`src/rtl/discharge_supervisor_pkg.sv`:
```
// Shared constants for the discharge supervisor: state encoding and default parameters.
package discharge_supervisor_pkg;

    localparam int unsigned NUM_SRC_DEF     = 2;
    localparam int unsigned NUM_PARAM_DEF   = 4;
    localparam int unsigned DATA_W_DEF      = 16;
    localparam int unsigned SYNC_STAGES_DEF = 2;
    localparam int unsigned DRAIN_MAX_DEF   = 10000;
    localparam int unsigned DRAIN_CNT_W     = 16;
    localparam int unsigned STATE_W         = 3;

    typedef enum logic [STATE_W-1:0] {
        ST_IDLE     = 3'd0,
        ST_RUN      = 3'd1,
        ST_STOPPING = 3'd2,
        ST_FAULT    = 3'd3
    } state_t;

endpackage

```
`src/rtl/toggle_sync_capture.sv`:
```
// One parameter channel: toggle synchroniser, edge detect and pending capture register.
module toggle_sync_capture
    import discharge_supervisor_pkg::*;
#(
    parameter int unsigned DATA_W      = DATA_W_DEF,
    parameter int unsigned SYNC_STAGES = SYNC_STAGES_DEF
) (
    input  logic              clk,
    input  logic              rst_n,
    input  logic              req_tgl,
    input  logic [DATA_W-1:0] data_async,
    input  logic              apply,
    output logic              pending,
    output logic [DATA_W-1:0] pending_data
);

    logic [SYNC_STAGES-1:0] sync_q;
    logic                   edge_q;
    logic                   capture_c;

    assign capture_c = sync_q[SYNC_STAGES-1] ^ edge_q;

    always_ff @(posedge clk or negedge rst_n) begin
        if (!rst_n) begin
            sync_q <= '0;
            edge_q <= 1'b0;
        end else begin
            sync_q <= {sync_q[SYNC_STAGES-2:0], req_tgl};
            edge_q <= sync_q[SYNC_STAGES-1];
        end
    end

    // A capture in the same cycle as an apply keeps the flag set for the newer word.
    always_ff @(posedge clk or negedge rst_n) begin
        if (!rst_n) begin
            pending      <= 1'b0;
            pending_data <= '0;
        end else begin
            if (capture_c) begin
                pending_data <= data_async;
                pending      <= 1'b1;
            end else if (apply) begin
                pending      <= 1'b0;
            end
        end
    end

endmodule

```
`src/rtl/discharge_supervisor.sv`:
```
// Start/stop arbitration, parameter hand-over and run/stop/fault sequencing for the pulse generator.
module discharge_supervisor
    import discharge_supervisor_pkg::*;
#(
    parameter int unsigned NUM_SRC     = NUM_SRC_DEF,
    parameter int unsigned NUM_PARAM   = NUM_PARAM_DEF,
    parameter int unsigned DATA_W      = DATA_W_DEF,
    parameter int unsigned SYNC_STAGES = SYNC_STAGES_DEF,
    parameter int unsigned DRAIN_MAX   = DRAIN_MAX_DEF
) (
    input  logic                          clk,
    input  logic                          rst_n,
    input  logic [NUM_SRC-1:0]            src_start,
    input  logic [NUM_SRC-1:0]            src_stop,
    input  logic [NUM_PARAM-1:0]          param_req_tgl,
    input  logic [NUM_PARAM*DATA_W-1:0]   param_data_async,
    input  logic                          cycle_done,
    input  logic                          pulse_busy,
    input  logic                          fault_in,
    input  logic                          fault_clr,
    output logic                          is_machine,
    output logic [NUM_PARAM*DATA_W-1:0]   param_active,
    output logic [NUM_PARAM-1:0]          param_pending,
    output logic [STATE_W-1:0]            state,
    output logic                          fault_latched,
    output logic                          drain_timeout
);

    state_t                 state_q;
    state_t                 state_nxt;
    logic [NUM_SRC-1:0]     en_q;
    logic [NUM_PARAM-1:0]   loaded_q;
    logic [NUM_PARAM-1:0]   apply_c;
    logic [DRAIN_CNT_W-1:0] drain_cnt_q;
    logic [DATA_W-1:0]      pend_data [NUM_PARAM];
    logic                   run_req_c;
    logic                   apply_window_c;
    logic                   drain_hit_c;
    logic                   timeout_c;
    logic                   clear_c;

    assign state          = state_q;
    assign run_req_c      = &en_q;
    assign drain_hit_c    = (drain_cnt_q == DRAIN_CNT_W'(DRAIN_MAX - 1));
    // Outside RUN/STOPPING nothing is consuming parameters, so pending words go straight through.
    assign apply_window_c = (state_q == ST_IDLE) || (state_q == ST_FAULT) || cycle_done;
    assign apply_c        = param_pending & {NUM_PARAM{apply_window_c}};

    for (genvar i = 0; i < NUM_PARAM; i++) begin : g_ch
        toggle_sync_capture #(
            .DATA_W      (DATA_W),
            .SYNC_STAGES (SYNC_STAGES)
        ) u_cap (
            .clk          (clk),
            .rst_n        (rst_n),
            .req_tgl      (param_req_tgl[i]),
            .data_async   (param_data_async[i*DATA_W +: DATA_W]),
            .apply        (apply_c[i]),
            .pending      (param_pending[i]),
            .pending_data (pend_data[i])
        );
    end

    // Source enable latches: stop beats start, fault clears all, starts ignored while faulted.
    always_ff @(posedge clk or negedge rst_n) begin
        if (!rst_n) begin
            en_q <= '0;
        end else if (fault_in) begin
            en_q <= '0;
        end else begin
            en_q <= (en_q | (src_start & {NUM_SRC{state_q != ST_FAULT}})) & ~src_stop;
        end
    end

    always_ff @(posedge clk or negedge rst_n) begin
        if (!rst_n) begin
            param_active <= '0;
            loaded_q     <= '0;
        end else begin
            for (int i = 0; i < NUM_PARAM; i++) begin
                if (apply_c[i]) begin
                    param_active[i*DATA_W +: DATA_W] <= pend_data[i];
                    loaded_q[i]                      <= 1'b1;
                end
            end
        end
    end

    // Next-state logic; a fault overrides every other transition.
    always_comb begin
        state_nxt = state_q;
        timeout_c = 1'b0;
        clear_c   = 1'b0;
        if (fault_in) begin
            state_nxt = ST_FAULT;
        end else begin
            case (state_q)
                ST_IDLE: begin
                    if (run_req_c && (&loaded_q) && !fault_latched) state_nxt = ST_RUN;
                end
                ST_RUN: begin
                    if (!run_req_c) state_nxt = ST_STOPPING;
                end
                ST_STOPPING: begin
                    if (!pulse_busy) begin
                        state_nxt = ST_IDLE;
                    end else if (drain_hit_c) begin
                        state_nxt = ST_IDLE;
                        timeout_c = 1'b1;
                    end
                end
                ST_FAULT: begin
                    if (fault_clr) begin
                        state_nxt = ST_IDLE;
                        clear_c   = 1'b1;
                    end
                end
                default: state_nxt = ST_IDLE;
            endcase
        end
    end

    always_ff @(posedge clk or negedge rst_n) begin
        if (!rst_n) begin
            state_q       <= ST_IDLE;
            is_machine    <= 1'b0;
            drain_cnt_q   <= '0;
            fault_latched <= 1'b0;
            drain_timeout <= 1'b0;
        end else begin
            state_q     <= state_nxt;
            is_machine  <= (state_nxt == ST_RUN);
            drain_cnt_q <= (state_q == ST_STOPPING) ? drain_cnt_q + DRAIN_CNT_W'(1) : '0;
            if (fault_in) begin
                fault_latched <= 1'b1;
            end else if (clear_c) begin
                fault_latched <= 1'b0;
            end
            if (clear_c) begin
                drain_timeout <= 1'b0;
            end else if (timeout_c) begin
                drain_timeout <= 1'b1;
            end
        end
    end

endmodule

```
`config.mk`:
```
export PLATFORM = sky130hd
export DESIGN_NAME = discharge_supervisor
export DESIGN_NICKNAME = d
export VERILOG_FILES = /design/src/rtl/discharge_supervisor_pkg.sv /design/src/rtl/toggle_sync_capture.sv /design/src/rtl/discharge_supervisor.sv
export SDC_FILE = /design/constraint.sdc
export NUM_CORES = 1
export LEC_CHECK = 0
export ABC_AREA = 1
export BUFFER_PORTS_ARGS = -buffer_cell sky130_fd_sc_hd__buf_2
export CAP_MARGIN = 20
export CORE_ASPECT_RATIO = 2
export CORE_MARGIN = 3
export CORE_UTILIZATION = 50
export DETAILED_ROUTE_END_ITERATION = 6
export GPL_TIMING_DRIVEN = 1
export HOLD_SLACK_MARGIN = 0.05
export PLACE_DENSITY = 0.74
export SYNTH_ARGS = -nofsm -noshare
export SYNTH_HDL_FRONTEND = slang
export SYNTH_HIERARCHICAL = 1
export SYNTH_SLANG_ARGS = --single-unit
```
`constraint.sdc`:
```
create_clock -name clk -period 1.8 [get_ports clk]
set_input_delay 0 -clock clk [delete_from_list [all_inputs] [get_ports clk]]
set_output_delay 0 -clock clk [all_outputs]
set_load 0.005 [all_outputs]
```
Yosys cells after proc, flatten, opt, wreduce, memory -nomap -nowiden
Index checks and enable logic that the tools add are counted.
{"block": "totals", "reg_bits": 172, "input_bits": 78, "elab_cells": 88}
{"block": "op_classes", "add_sub_neg": 1, "muxes": 28, "bitwise_logic": 9, "n_reduce_logical": 14, "eq_ne": 6}
{"cell": "two-way mux 1 bit", "n": 19}
{"cell": "two-way mux 3 bit", "n": 6}
{"cell": "adder 16 x 1 -> 16 bit (second input constant)", "n": 1}
{"cell": "equality test 16 x 14 -> 1 bit (second input constant)", "n": 1}
{"cell": "two-way mux 16 bit", "n": 1}
{"cell": "case mux 3 bit (4 select lines)", "n": 1}
{"cell": "nonzero test 2 bit", "n": 6}
{"cell": "equality test 3 x 1 -> 1 bit (second input constant)", "n": 2}
{"cell": "equality test 3 x 2 -> 1 bit (second input constant)", "n": 2}
{"cell": "bitwise AND 2 bit", "n": 2}
{"cell": "bitwise AND 4 bit", "n": 1}
{"cell": "AND reduction 4 bit", "n": 1}
{"cell": "XOR 1 bit", "n": 4}
{"cell": "zero test 3 bit", "n": 1}
{"cell": "!= test 3 x 2 -> 1 bit (second input constant)", "n": 1}
{"cell": "logical AND 1 bit", "n": 2}
{"cell": "logical OR 1 bit", "n": 2}
{"cell": "two-way mux 2 bit", "n": 1}
{"cell": "NOT 2 bit", "n": 1}
{"cell": "OR 2 bit", "n": 1}
{"cell": "AND reduction 2 bit", "n": 1}
{"cell": "zero test 1 bit", "n": 1}

Logic depth before layout (Yosys ltp)
{"block": "depth", "word_depth": 7, "depth_mapped": 9, "ltp_nobuf": 9}

By module
Netlist, hierarchy kept.
{"mod": "discharge_supervisor", "area_per_inst_um2": 3849.9, "instances": 1, "cells_per_inst": 443}
{"mod": "toggle_sync_capture", "area_per_inst_um2": 804.5, "instances": 4, "cells_per_inst": 80}

Worst setup path before layout
OpenSTA, ideal clock, no wires.
{"block": "synth_path", "kind": "flip-flop to flip-flop", "from": "reg state_q[0], in the netlist state[0]", "to": "reg g_ch[2].u_cap.pending", "required_ps": 1713, "synth_period_minus_slack_ps": 1359, "path_slack_ps": 441, "stages_incl_launch_ff": 8, "arrival_time_ps": 1272, "setup_ps": 87, "cell_sequence": "dfrtp_1 inv_1 a31oi_4 nand2_4 nand2_4 inv_4 buf_6 o211ai_1"}
{"block": "synth_between", "elab_chain_cells": 5, "elab_cells_between_ends": 6}
{"item": "from (decl)", "line_no": "discharge_supervisor.sv:29", "source": "state_t state_q;"}
{"item": "from (signal assigned)", "line_no": "discharge_supervisor.sv:131", "source": "state_q <= state_nxt;"}
{"item": "equality test 3 x 2 -> 1 bit or zero test 3 bit (tied branches)", "line_no": "discharge_supervisor.sv:46", "source": "assign apply_window_c = (state_q == ST_IDLE) || (state_q == ST_FAULT) || cycle_done;"}
{"item": "logical OR 1 bit * (2 in a row)", "line_no": "discharge_supervisor.sv:46"}
{"item": "bitwise AND 4 bit *", "line_no": "discharge_supervisor.sv:47", "source": "assign apply_c = param_pending & {NUM_PARAM{apply_window_c}};"}
{"item": "net apply_c[2]", "line_no": "discharge_supervisor.sv:33", "source": "logic [NUM_PARAM-1:0] apply_c;"}
{"item": "nonzero test 2 bit (no line) *"}
{"item": "to (signal assigned)", "line_no": "toggle_sync_capture.sv:36", "source": "pending <= 1'b0;"}
{"item": "to (signal assigned)", "line_no": "toggle_sync_capture.sv:41", "source": "pending <= 1'b1;"}
{"item": "to (signal assigned)", "line_no": "toggle_sync_capture.sv:43", "source": "pending <= 1'b0;"}
{"item": "to (decl)", "line_no": "toggle_sync_capture.sv:13", "source": "output logic pending,"}
Mark *: on every way through the listed nets, which the timed path passes. The rest lies on a longest branch.
A chain may end at the register's enable or synchronous reset.

Worst setup path in the final report
{"block": "layout_path", "from": "reg state_q[2], in the netlist state[2]", "to": "reg en_q[0]"}
{"block": "layout_between", "elab_chain_cells": 5}
{"item": "!= test 3 x 2 -> 1 bit", "line_no": "discharge_supervisor.sv:71", "source": "en_q <= (en_q | (src_start & {NUM_SRC{state_q != ST_FAULT}})) & ~src_stop;"}
{"item": "bitwise AND 2 bit", "line_no": "discharge_supervisor.sv:71"}
{"item": "OR 2 bit", "line_no": "discharge_supervisor.sv:71"}
{"item": "bitwise AND 2 bit", "line_no": "discharge_supervisor.sv:71"}
{"item": "two-way mux 2 bit", "line_no": "discharge_supervisor.sv:68", "source": "end else if (fault_in) begin"}
{"item": "to (signal assigned)", "line_no": "discharge_supervisor.sv:71"}
{"item": "to (decl)", "line_no": "discharge_supervisor.sv:31", "source": "logic [NUM_SRC-1:0] en_q;"}
No other way between the ends.

==> metrics <==
worst vdd ir=between 0.7 and 0.8 mV; DP Area=7880 um^2; filler instances=1112; RSZ-0062 raised after global routing=false; XOR/XNOR Fraction of Synth Area=0.372%; register area=roughly 4300 um^2; antenna viol nets, final=0; design area=a little over 9000 um^2; post-synth design cell area=7070 um^2; CTS Sinks=172; crit end category=flip-flop; yosys warns=6; min Tclk post-route=1620 ps; Seq cells post-synth=172; post-CTS sizing=0; syn nets=about 840; Slew @ Worst Pin=570 ps; mux contribution to synthesized area=0%; Leak=4.82 nW; largest net degree at the start of global routing=63; clk slew on worst S/H paths=approximately 70 ps; Layout Nets=1067; Post-Synth Simple-Gate Area=31.0%; hold crit path type=input pin to async pin; Root Driver=clkbuf_16; Setup TNS=0 ps; Final Util=67.7%; Placer Congestion=0.883; Worst Slack Setup Final=176 ps; Worst R2R Setup Slack=180 ps; setup violators final=0; syn avg cell area=between 9 and 10 um^2; end of the critical path=en_q[0]; first-pass GRT wire length=roughly 29000 um; status=completed; I/O Pins=between 150 and 200; Die Y=174 um; Startpoint Class=flip-flop; DRT Pass-1 Iters=5; vias per cell=5.03; Worst EP required=2100 ps; area occupied by multi-input gates=2370 um^2; fin. max-slew vios=0; initial antenna violation count=0; core box area=13700 um^2; CTS buffer count=17; Post-route DRC=0; final hold violations=0; Post-synth top flop=dfrtp_1; max_slew headroom=61.9%; gr usage total=22.8%; Synth cell types=26; number of placed cells counting well taps=1078; number of synthesized flops with an enable pin=0; asr flop ratio synth=100%; Clock Latency Late Sink=420 ps; Synth Area in Compound Gates=under 10%; Routed WL=17100 um; average wire per cell in the routed design=~14 um; Reg2Reg Launch Point=state[2]; H-tree levels=4; Post-DP HPWL=~11000 um; DIE AREA=15700 um^2; Non-Filler Instances=1187; Synth Area in Adders=0.177%; row count=60; sequential-to-total area share from yosys stat=60.9%; Worst setup startpoint=state[2]; die extent in x=90.1 um; PwrDens=1100 nW/um^2; largest family of logic cells by synthesized area=simple AND/OR/NAND/NOR gates; grt total ovfl=0; Setup Skew=10.4 ps; crit-path max FO=5; Synth Instances=763; DR iter-0 viols=~340; clk buf depth=2; # diodes=0; fraction of layout instances using a drive strength above 1=22.6%; initial core utilization=51.7%; port bufs=151; Vias=5973; layout overhead on the synthesized area=30.8%; Post-CTS Setup Bufs=0; crit path DAT=1920 ps; WS Path Type=flip-flop to flip-flop; pre-CTS setup slack=253 ps; number of global-route vias before repair=6055; period utilisation layout=around 90%; r2r endpoint=en_q[0]; Max-cap violations=0; CTS tree=done; Peak Freq=0.616 GHz; Worst R2R Path Depth=5
synthesized netlist by cell type (4+ instances only):
cell	instances	area (um^2)
nand2_4	5	56.3
nand2_2	14	87.6
nand2_1	289	1080
nand3_1	133	666
nor3_1	9	45.0
inv_2	9	33.8
inv_1	27	101
o21ai_0	7	35.0
a21oi_1	9	45.0
buf_4	11	82.6
nand4_1	7	43.8
dfrtp_1	172	4300
inv_4	4	25.0
o211ai_1	4	30.0
buf_6	13	146
nand3_2	5	50.1
nor2_1	31	116
cell type report:
cell class | count | area share, %
clock buffer | 17 | 4.60
clock inverter | 15 | 1.88
sequential | 172 | 46.5
tap | 186 | 2.52
timing repair buffer | 231 | 17.1
inverter | 40 | 1.73
multi-input combinational | 526 | 25.6
cells by family after synthesis:
group | Yosys count
DFF | 172
xor gates and xnor gates | 3
other | 1
AOI/OAI and AO/OA | 22
adders and majority gates | 1
buffers and inverters | 65
and+or+nand+nor | 499
worst max-delay path, cell delays in order, from the launching register on:
cell	delay, ps
dfrtp_1	400
inv_2	120
nand3_2	150
a21oi_1	200
nor3_1	70
dlygate4sd3_1	560
where the power goes:
part	switching, mW	internal (mW)	total, mW
registers	0.385	4.46	4.84
clock network	1.66	1.99	3.65
logic	0.929	0.761	1.69
per-stage QoR:
| stage | hold slack [ps] | power (mW) |
|---|---|---|
| 2_1_floorplan | -296 | 5.69 |
| 6_report | 105 | 10.2 |
| 3_3_place_gp | -17.1 | 6.42 |
| 5_1_grt | 133 | 10.7 |
| 3_5_place_dp | -13.7 | 6.47 |
| 4_1_cts | 107 | 10.3 |
what timing repair did:
action	in CTS	in global routing
hold buffers	77	0
hold endpoints to repair	247	0
setup endpoints to repair	0	0
per-layer routing:
metal	GRT usage, %	wire [um]
met5	0	0
met4	8.82	544
met3	4.68	732
met2	41.1	9220
met1	26.2	6650
registers in the layout, summed over array words and instances, names as in the netlist:
name / flops
g_ch.u_cap/edge_q: 4
drain_timeout: 1
fault_latched: 1
is_machine: 1
param_active: 64
g_ch.u_cap/pending_data: 64
loaded_q: 4
g_ch.u_cap/pending: 4
drain_cnt_q: 16
en_q: 2
g_ch.u_cap/sync_q: 8
state: 3
how the worst min path moves through the flow:
stage	from	end	slack, ps	depth (start not counted)
floorplan	rst_n	drain_cnt_q[0]	-300	0
global placement	rst_n	param_active[7]	-20	1
detailed placement	rst_n	g_ch[0].u_cap/pending_data[7]	-10	1
CTS	rst_n	g_ch[0].u_cap/pending_data[7]	110	2
global route	rst_n	param_active[8]	130	2
finish	rst_n	param_active[7]	100	2
layout by cell type (no fill, tap or decap), types with 2 or more instances in the layout:
cell	n
xor2_1	3
nor2_1	31
clkinv_8	2
buf_12	2
inv_1	27
nand2_2	14
o211ai_1	4
inv_4	4
dlygate4sd3_1	77
dfrtp_1	172
clkbuf_16	17
inv_8	4
inv_6	3
nand3_2	5
or2_1	3
nand3_1	133
o21ai_0	7
buf_2	150
nor2_2	2
nor3_1	9
nand2_4	5
nand4_1	7
clkinv_4	4
inv_2	9
a21oi_1	9
nand2_1	289
No activity file was read; power rests on OpenSTA's default activity.
